[src/rtl/dmem_arbiter.sv]
// rtl/dmem_arbiter.sv - two-port round-robin data memory arbiter with burst limit
// Define DMEM_ARB_CPU_PRIO_EN to give port 0 fixed priority instead of round-robin.
module dmem_arbiter #(
    parameter int ADDR_W    = 32,
    parameter int DATA_W    = 32,
    parameter int MAX_BURST = 4
) (
    input  logic              clk,
    input  logic              reset,
    input  logic              req0,
    input  logic              we0,
    input  logic [ADDR_W-1:0] addr0,
    input  logic [DATA_W-1:0] wdata0,
    input  logic              req1,
    input  logic              we1,
    input  logic [ADDR_W-1:0] addr1,
    input  logic [DATA_W-1:0] wdata1,
    output logic              gnt0,
    output logic              gnt1,
    output logic              rvalid0,
    output logic              rvalid1,
    output logic [DATA_W-1:0] rdata,
    output logic              mem_en,
    output logic              mem_we,
    output logic [ADDR_W-1:0] mem_addr,
    output logic [DATA_W-1:0] mem_wdata,
    input  logic [DATA_W-1:0] mem_rdata
);

    localparam int BCNT_W = $clog2(MAX_BURST) + 1;
    localparam logic [BCNT_W-1:0] BCNT_LAST = BCNT_W'(MAX_BURST - 1);

    typedef enum logic [1:0] {IDLE, OWN0, OWN1} state_t;

    state_t            r_state;
    logic [BCNT_W-1:0] r_bcnt;
    logic              r_last;
    logic              r_rvalid0;
    logic              r_rvalid1;

    logic w_gnt0;
    logic w_gnt1;
    logic w_limit;
    logic w_force0;
    logic w_force1;
    logic w_pick1;

    assign w_gnt0  = (r_state == OWN0) & req0;
    assign w_gnt1  = (r_state == OWN1) & req1;
    assign w_limit = (r_bcnt >= BCNT_LAST);

`ifdef DMEM_ARB_CPU_PRIO_EN
    assign w_force0 = 1'b0;
    assign w_force1 = 1'b1;
    assign w_pick1  = 1'b0;
`else
    assign w_force0 = w_limit;
    assign w_force1 = w_limit;
    assign w_pick1  = ~r_last;
`endif

    // The burst counter saturates so a long uncontended burst still hands over
    // on the first contended transfer past the limit.
    always_ff @(posedge clk or negedge reset) begin
        if (!reset) begin
            r_state   <= IDLE;
            r_bcnt    <= '0;
            r_last    <= 1'b1;
            r_rvalid0 <= 1'b0;
            r_rvalid1 <= 1'b0;
        end else begin
            r_rvalid0 <= w_gnt0 & ~we0;
            r_rvalid1 <= w_gnt1 & ~we1;
            case (r_state)
                IDLE: begin
                    r_bcnt <= '0;
                    if (req0 && !(req1 && w_pick1)) begin
                        r_state <= OWN0;
                        r_last  <= 1'b0;
                    end else if (req1) begin
                        r_state <= OWN1;
                        r_last  <= 1'b1;
                    end
                end
                OWN0: begin
                    if (!req0 || (req1 && w_force0)) begin
                        r_bcnt <= '0;
                        if (req1) begin
                            r_state <= OWN1;
                            r_last  <= 1'b1;
                        end else begin
                            r_state <= IDLE;
                        end
                    end else if (!w_limit) begin
                        r_bcnt <= r_bcnt + 1'b1;
                    end
                end
                OWN1: begin
                    if (!req1 || (req0 && w_force1)) begin
                        r_bcnt <= '0;
                        if (req0) begin
                            r_state <= OWN0;
                            r_last  <= 1'b0;
                        end else begin
                            r_state <= IDLE;
                        end
                    end else if (!w_limit) begin
                        r_bcnt <= r_bcnt + 1'b1;
                    end
                end
                default: begin
                    r_state <= IDLE;
                    r_bcnt  <= '0;
                end
            endcase
        end
    end

    always_comb begin
        mem_addr  = '0;
        mem_wdata = '0;
        if (r_state == OWN0) begin
            mem_addr  = addr0;
            mem_wdata = wdata0;
        end else if (r_state == OWN1) begin
            mem_addr  = addr1;
            mem_wdata = wdata1;
        end
    end

    assign gnt0    = w_gnt0;
    assign gnt1    = w_gnt1;
    assign mem_en  = w_gnt0 | w_gnt1;
    assign mem_we  = (w_gnt0 & we0) | (w_gnt1 & we1);
    assign rvalid0 = r_rvalid0;
    assign rvalid1 = r_rvalid1;
    assign rdata   = mem_rdata;

endmodule

[config.mk]
export PLATFORM = sky130hd
export DESIGN_NAME = dmem_arbiter
export DESIGN_NICKNAME = d
export VERILOG_FILES = /design/src/rtl/dmem_arbiter.sv
export SDC_FILE = /design/constraint.sdc
export NUM_CORES = 1
export LEC_CHECK = 0
export CAP_MARGIN = 20
export CORE_AREA = 5 5 101 103
export CTS_CLUSTER_DIAMETER = 30
export DETAILED_ROUTE_END_ITERATION = 10
export DIE_AREA = 0 0 106 108
export DONT_BUFFER_PORTS = 1
export PLACE_DENSITY = 0.32
export SLEW_MARGIN = 10
export SYNTH_ARGS = -nofsm -noshare
export SYNTH_HDL_FRONTEND = slang
export SYNTH_SLANG_ARGS = --single-unit
[constraint.sdc]
create_clock -name clk -period 4.2 [get_ports clk]
set_input_delay 0.42 -clock clk [delete_from_list [all_inputs] [get_ports clk]]
set_output_delay 0.42 -clock clk [all_outputs]
set_load 0.01 [all_outputs]
# [Word-level counts from Yosys, hierarchy flattened]
# Index checks and enable logic that the tools add are counted.
[totals] reg_bits=8 input_bits=166 output_inout_bits=102
[op_classes] magnitude_cmp=1 eq_ne=6 add_sub_neg=1 bitwise_logic=11 muxes=21 reduce_logical=13
[ops] op="32-bit 2-to-1 mux" n=4
[ops] op="2-bit 2-to-1 mux" n=5
[ops] op="3-bit 2-to-1 mux" n=3
[ops] op="1-bit AND" n=6
[ops] op="1-bit 2-to-1 mux" n=6
[ops] op="2-bit case mux with 3 select lines" n=1
[ops] op="3-bit case mux with 2 select lines" n=1
[ops] op="1-bit logical AND" n=4
[ops] op="2-bit by 1-bit inequality test with 1-bit output, second input constant" n=2
[ops] op="4-bit AND reduction" n=1
[ops] op="3-bit by 1-bit adder with 3-bit output, second input constant" n=1
[ops] op="3-bit by 2-bit greater-or-equal comparator with 1-bit output, second input constant" n=1
[ops] op="1-bit logical NOT" n=3
[ops] op="3-bit inequality test, second input constant" n=1
[ops] op="1-bit inverter" n=3
[ops] op="1-bit case mux with 3 select lines" n=1
[ops] op="3-bit AND reduction" n=1
[ops] op="3-bit nonzero test" n=1
[ops] op="2-bit by 1-bit == test with 1-bit output, second input constant" n=1
[ops] op="2-bit == test, second input constant" n=1
[ops] op="2-bit logical NOT" n=1
[ops] op="1-bit logical OR" n=2
[ops] op="2-bit inequality test, second input constant" n=1
[ops] op="1-bit OR" n=2

# [Logic depth before layout (Yosys ltp)]
# Gate-level depths: netlist of run 1.
[logic_depth] word_depth=6 ltp_mapped=6

# [Least setup slack after synthesis of run 1]
# No wires, ideal clock.
[synth_path] path_kind="register -> output" from="reg r_state[0]" to="out mem_addr[0]" path_slack_ns=2.468 required_ns=3.780 arrival_ns=1.312 path_stages_with_launch=7 path_cell_list="dfrtp_1 > inv_1 > ha_1 > buf_2 > buf_4 > nand2_1 > o21ai_0"
[synth_between] elab_chain_len=3
[synth_rtl] item="from (decl)" line_no="35" source="state_t r_state;"
[synth_rtl] item="from (signal assigned)" line_no="66" source="r_state <= IDLE;"
[synth_rtl] item="from (signal assigned)" line_no="78" source="r_state <= OWN0;"
[synth_rtl] item="from (signal assigned)" line_no="81" source="r_state <= OWN1;"
[synth_rtl] item="2-bit == test" line_no="125" source="end else if (r_state == OWN1) begin"
[synth_rtl] item="32-bit 2-to-1 mux" line_no="125"
[synth_rtl] item="32-bit 2-to-1 mux *" line_no="122" source="if (r_state == OWN0) begin"
[synth_rtl] item="to (decl)" line_no="25" source="output logic [ADDR_W-1:0] mem_addr,"
# Every way passes the cells marked *; elsewhere a longest branch is shown, timed or not.

# [Worst setup path in the final report of run 1]
[layout_path] from="reg r_state[1]" to="out mem_we"
[layout_between] elab_chain_len=4
[layout_rtl] item="2-bit by 1-bit == test with 1-bit output" line_no="48" source="assign w_gnt0 = (r_state == OWN0) & req0;"
[layout_rtl] item="1-bit AND" line_no="48"
[layout_rtl] item="via gnt0" line_no="18" source="output logic gnt0,"
[layout_rtl] item="1-bit AND" line_no="134" source="assign mem_we = (w_gnt0 & we0) | (w_gnt1 & we1);"
[layout_rtl] item="1-bit OR" line_no="134"
[layout_rtl] item="to (decl)" line_no="24" source="output logic mem_we,"
# The timed path passes the listed nets, and every way through them passes these cells.

==> results of run 1 <==
==> through the flow <==
| stage | hold slack (ns) | setup slack [ns] | instances |
|---|---|---|---|
| CTS | 0.0334 | 1.37 | 358 |
| global route | 0.0279 | 1.52 | 359 |
| finish | 0.0346 | 1.69 | 359 |
| detailed placement | 0.125 | 1.61 | 353 |
| floorplan | 0.124 | 2.47 | 295 |
| global placement | 0.125 | 1.67 | 353 |
==> cells in the final DEF, fill, tap and decap left out, types with 2 or more instances in the layout <==
cell,count
o21ai_0,49
ha_4,2
nor2b_1,3
inv_1,5
o21ai_1,18
ha_1,4
nor2_1,2
nand2b_1,2
a21oi_1,4
clkbuf_8,3
a21boi_0,2
a22o_1,3
o2bb2ai_1,2
dfrtp_1,7
nand2_1,126
==> synthesized netlist by cell type <==
| master | instances |
|---|---|
| ha_1 | 6 |
| nor2b_1 | 3 |
| a21boi_0 | 2 |
| nand2_2 | 1 |
| a22o_1 | 3 |
| nand2b_1 | 2 |
| dfrtp_1 | 7 |
| mux2i_1 | 1 |
| a22o_2 | 1 |
| a211o_1 | 1 |
| inv_1 | 5 |
| and2_2 | 1 |
| and2_1 | 1 |
| clkbuf_1 | 2 |
| buf_1 | 1 |
| buf_4 | 37 |
| a21oi_1 | 4 |
| buf_2 | 13 |
| o31ai_1 | 1 |
| nor2_1 | 2 |
| o21ai_0 | 49 |
| a211oi_2 | 1 |
| o211ai_1 | 1 |
| a21o_1 | 1 |
| nand3b_1 | 1 |
| o21ai_2 | 1 |
| o2bb2ai_1 | 2 |
| nand2_1 | 126 |
| o21ai_1 | 18 |
| dfstp_2 | 1 |
==> logic make-up after synthesis <==
group / count (synthesis)
adders and majority gates: 6
buffers and inverters: 58
AOI/OAI and AO/OA: 85
DFF: 8
muxes: 1
and+or+nand+nor: 137
==> worst register-to-register path, stage by stage (launching register included) <==
cell,delay [ns]
dfrtp_1,0.43
inv_1,0.14
ha_4,0.53
buf_12,0.31
a22o_2,0.28
o21ai_2,0.10
o21ai_1,0.12
o2bb2ai_1,0.13
==> power by group through the flow <==
stage	Sequential, uW	Combinational (uW)	Clock, uW
after global placement	124	723	0
after global routing	127	820	107
final	123	731	100
after detailed placement	123	724	0
after floorplan	116	670	0
after CTS	122	727	101
==> layout make-up <==
cell class	count	share of cell area, %
tap	111	8.90
clock buffer	4	2.89
timing repair buffer	2	1.92
inverter	5	1.20
sequential	8	12.9
multi-input combinational	229	72.2
==> registers in the layout, indices dropped and copies added, names as in the netlist <==
name and flops:
rvalid0 1, rvalid1 1, r_bcnt 3, r_state 2
r_last 1
==> metal layers <==
metal	global-route usage (%)	vias to the layer above	share of wire (%)
li1	-	836	-
met4	2.96	0	2.3
met2	14.9	102	53
met3	2.03	16	8.5
met1	8.67	699	36
met5	0	-	0
==> worst max-delay path by stage <==
stage | depth (start not counted) | startpoint | slack [ns] | endpoint
final | 5 | r_state[1]$_DFFE_PN0P_ | 1.69 | mem_we
after global routing | 5 | r_state[1]$_DFFE_PN0P_ | 1.52 | mem_we
after CTS | 4 | r_state[0]$_DFFE_PN0P_ | 1.37 | mem_wdata[30]
after detailed placement | 4 | r_state[0]$_DFFE_PN0P_ | 1.61 | mem_wdata[30]
after global placement | 4 | r_state[0]$_DFFE_PN0P_ | 1.67 | mem_wdata[30]
after floorplan | 6 | r_state[0]$_DFFE_PN0P_ | 2.47 | mem_addr[0]
==> summary.md, run 1 <==
| Metric | Value |
|---|---|
| Status | finished, final reports clean |
| Final critical-path required period | 2.51 ns |
| Simple-gate share of the synthesized area | 32.2% |
| Area contributors post-synth | nand2_1 (28%), buf_4 (17%), o21ai_0 (15%), dfrtp_1 (10%), o21ai_1 (5.4%) |
| Cell taking the most area after synthesis | nand2_1 |
| CTS max path bufs | 2 |
| Clock sink count | 8 |
| Largest family of logic cells by synthesized area | simple AND/OR/NAND/NOR gates |
| Reg2reg start | r_state[1]$_DFFE_PN0P_ |
| CTS tree | done |
| Leakage | 0.000531 uW |
| Mapped Avg Cell Area | 5.68 um2 |
| Crit path max-delay cell type | ha_4 |
| CP required | 3.78 ns |
| Clk pin slew, worst setup/hold paths | 0.05 ns |
| Hold_buf cts | 1 |
| Die W | 106 um |
| CTS root buf | clkbuf_8 |
| Cell family with most CP delay | adder cells |
| Num CTS Buffers | 3 |
| Post-CTS Setup Bufs | 0 |
| Power Total | 955 uW |
| Pre-antenna DRT Iters | 4 |
| Initial antenna violation count | 0 |
| Crit-path max FO | 70 |
| Multi-input gate area | 1130 um2 |
| Clk_lat worst skew | 0.23 ns |
| Vias in the first global route | 1405 |
| Number of vias in the routed layout | 1653 |
| DRC violations left | 0 |
| # fillers | 1057 |
| PwrDens | 612 nW/um2 |
| Setup violators final | 0 |
| GPL Wtd Cong | 0.711 |
| Final core utilization | 17.1% |
| First-pass GRT wire length | 7530 um |
| Hold WC Path Type | input pin to async pin |
| Max Clock Freq | 399 MHz |
| Mapped Area | 1680 um2 |
| I/O pin cnt | 268 |
| Die Ht | 108 um |
| Synth Warn # | 0 |
| Final ANT Viol Nets | 0 |
| Gate power share | 76.6% |
| Initial core utilization | 18.4% |
| PortBufs | 0 |
| Final period util | 59.7% |
| Pin count of the biggest net entering global routing | 132 |
| Post-synthesis register bit count | 8 |
| ANT cells | 0 |
| Sequential share of the synthesized area | 12.0% |
| Share of the synthesized area in the top cell type | 28.2% |
| Worst Path Buf+Inv | 2 |
| Clock power share | 10.5% |
| R2R cell count | 7 |
| Share of cells above drive strength 1 | 4.84% |
| Grt ovf | 0 |
| 1st-iter DRT viols | 111 |
| Adder-cell share of the synthesized area | 4.48% |
| Critical path, cell by cell | inv_1 > ha_4 > buf_12 > and2_2 > a22o_1 |
| Net Switching | 589 uW |
| Setup TNS | 0 ns |
| P_int | 366 uW |
| Xor/xnor share of the synthesized area | 0% |
| Max IR drop VDD | 0.336 mV |
| Critical path type | flip-flop to output port |
| Die area | 11400 um2 |
| RSZ-0062 raised after global routing | false |
| Detailed placement HPWL | 4630 um |
| Post-CTS sizing | 0 |
| Total wire length | 5840 um |
| CP endpoint kind | output port |
| CORE AREA | 9110 um2 |
| Switch share | 61.7% |
| Final setup skew | 0.00388 ns |
| Syn-to-layout area delta | -6.87% |
| Reg power frac | 12.9% |
| Cell count after synthesis | 295 |
| Max-Slew Margin vs Limit | 53.5% |
| Final number of max-transition violations | 0 |
| WP data arrival | 2.09 ns |
| Compound-Gate Fraction of Synth Area | 28.5% |
| Final Hold Vio Count | 0 |
| Mux share of post-synthesis cell area | 0.597% |
| Largest stage delay on the critical path | 0.53 ns |
| Total track usage | 7.97% |
| Worst-Margin Slew | 0.698 ns |
| Post-route cell area | 1560 um2 |
| Max-Cap Viols | 0 |
| # nets final | 421 |
| Sequential Area | 201 um2 |
| Reg-to-reg slack, setup | 2.09 ns |
| Via density per instance | 4.60 |
| Post-synth cell types | 30 |
| WL/cell | 16.3 um |
| H-Tree Depth | 1 |
| Capture point of the worst reg-to-reg path | r_state[0]$_DFFE_PN0P_ |
| Crit path launch type | flip-flop |
| Synthesized Nets | 467 |
| FP Rows | 35 |
| Placed Area | 1480 um2 |
Power figures use the tool's default switching activity.
==> run 2, diff against run 1 <==
Settings changed: PLACE_DENSITY 0.32 to 0.33.
Clock period 4.2 ns to 2 ns, I/O delays scaled along.
==> summary.md, run 2 (synthesis results as in run 1) <==
| Metric | Value |
|---|---|
| Die area | 11400 um2 |
| CTS max path bufs | 2 |
| Max-Cap Viols | 0 |
| Regs by FF count | r_bcnt (3), r_state (2) |
| Pre-antenna DRT Iters | 4 |
| Max Used Layer | met4 |
| Max IR drop VDD | 0.597 mV |
| Power Total | 2500 uW |
| WL met2 | 3170 um |
| Clk_lat worst skew | 0.24 ns |
| Die Ht | 108 um |
| Max Clock Freq | 525 MHz |
| Vias in the first global route | 1666 |
| Worst hold stages | 1 |
| Max FFs per register | 3 |
| DRC violations left | 0 |
| FP Rows | 35 |
| Num CTS Buffers | 3 |
| Cell family with most CP delay | flip-flops |
| I/O pin cnt | 268 |
| Setup TNS | 0 ns |
| Total track usage | 8.97% |
| ANT cells | 0 |
| First-pass GRT wire length | 8510 um |
| Clock sink count | 8 |
| Crit path max-delay cell type | dfrtp_1 |
| H-Tree Depth | 1 |
| CTS root buf | clkbuf_8 |
| Initial antenna violation count | 0 |
| GPL Wtd Cong | 0.743 |
| CTS tree | done |
| Hold WC Path Type | input pin to flip-flop |
| WP data arrival | 1.71 ns |
| PwrDens | 1330 nW/um2 |
| Final number of max-transition violations | 0 |
| Clk pin slew, worst setup/hold paths | 0.05 ns |
| Status | finished, final reports clean |
| Setup violators final | 0 |
| CORE AREA | 9110 um2 |
| Final setup skew | 0.00234 ns |
| Crit path launch type | flip-flop |
| Die W | 106 um |
| Total wire length | 6130 um |
| Leakage | 0.000737 uW |
| Initial core utilization | 18.4% |
| Met3 routed WL | 575 um |
| Grt ovf | 0 |
| 1st-iter DRT viols | 152 |
| Share of cells above drive strength 1 | 17.2% |
| PortBufs | 0 |
| Reg2reg start | r_state[0]$_DFFE_PN0P_ |
| Worst-Margin Slew | 0.418 ns |
| Number of vias in the routed layout | 1812 |
| Final Hold Vio Count | 0 |
| Capture point of the worst reg-to-reg path | r_state[0]$_DFFE_PN0P_ |
| Final ANT Viol Nets | 0 |
| Critical path type | flip-flop to output port |
| Pin count of the biggest net entering global routing | 60 |
| Critical path, cell by cell | inv_1 > ha_2 > buf_12 > and2_1 > a22o_1 |
| Most flops, register | r_bcnt |
| Commonest non-fill, non-tap cell in the layout | nand2_1 |
| Final period util | 95.3% |
| Syn-to-layout area delta | 11.9% |
| Hold Crit Start | we0 |
| RSZ-0062 raised after global routing | false |
| R2R cell count | 7 |
| DRT met1 WL | 2210 um |
| Most frequent cells in the layout | nand2_1 (126), o21ai_0 (47), buf_4 (34) |
| CP required | 1.80 ns |
| WL/cell | 15.5 um |
| Reg-to-reg slack, setup | 0.34 ns |
| Largest stage delay on the critical path | 0.44 ns |
| Detailed placement HPWL | 5090 um |
| Final critical-path required period | 1.91 ns |
| Via density per instance | 4.58 |
| Worst Path Buf+Inv | 2 |
| Crit-path max FO | 37 |
| Hold worst-path end | rvalid0$_DFF_PN0_ |
| # nets final | 458 |
| CP endpoint kind | output port |
| Max-Slew Margin vs Limit | 71.8% |
| # fillers | 1065 |
## run 2: cell count changes in the layout (fill, tap and decap cells not counted)
cell / delta
and2_2: -1
and2_4: +1
buf_12: +2
buf_16: +1
buf_4: +34
ha_2: +1
ha_4: -1
o21ai_0: -2
o21ai_1: +2
## run 2: metal layers
layer | GRT usage, % | vias to the layer above
li1 | - | 913
met1 | 10.5 | 785
met2 | 15.5 | 91
met3 | 2.33 | 23
met4 | 3.89 | 0
met5 | 0 | -
## run 2: where the power goes
part	internal, uW	leakage [uW]	switching, uW	total, uW
Sequential	209	0.000105	51.6	261
Combinational	812	0.000609	1210	2020
Clock	139	0.0000228	77.4	217
Total	1160	0.000737	1340	2500
## run 2: cell type report
cell class	count	area (um2)	area share, %
multi-input cells	229	1120	59.6
well taps	111	139	7.41
flip-flops and latches	8	201	10.7
inverters	5	18.8	1.00
repair buffers	39	353	18.8
clock buffers	4	45.0	2.40
## run 2: per-stage QoR
stage	worst slack, ns	instance area [um2]	cells	hold slack (ns)	util, %
after global placement	0.340	1790	388	-0.0953	19.6
after floorplan	0.488	1680	295	-0.0956	-
final	0.0940	1870	396	0.0270	20.6
after CTS	0.0120	1840	393	0.0258	20.2
after detailed placement	0.277	1790	388	-0.0953	19.6
after global routing	0.0120	1870	396	0.0325	20.6
## run 2: how the worst max path moves through the flow
stage                                 startpoint            end  slack [ns]  cells past startpoint
after CTS                 r_state[1]$_DFFE_PN0P_         mem_we        0.01                      5
after floorplan           r_state[0]$_DFFE_PN0P_    mem_addr[0]        0.49                      6
after global placement    r_state[1]$_DFFE_PN0P_         mem_we        0.34                      5
after global routing      r_state[0]$_DFFE_PN0P_  mem_wdata[31]        0.01                      5
after detailed placement  r_state[1]$_DFFE_PN0P_         mem_we        0.28                      5
final                     r_state[0]$_DFFE_PN0P_         mem_we        0.09                      5
## run 2: timing repair
action	in CTS	in global routing
gates resized for setup	0	4
endpoints found under the hold margin	8	0
hold buffers	1	0
setup buffers	0	3
endpoints found under the setup margin	0	8
## run 2: worst register-to-register path, stage by stage (launching register included)
cell and delay, ns:
dfrtp_1 0.44, inv_1 0.11, ha_2 0.23, buf_12 0.17
a22o_2 0.26, o21ai_2 0.09, o21ai_1 0.12, o2bb2ai_1 0.13
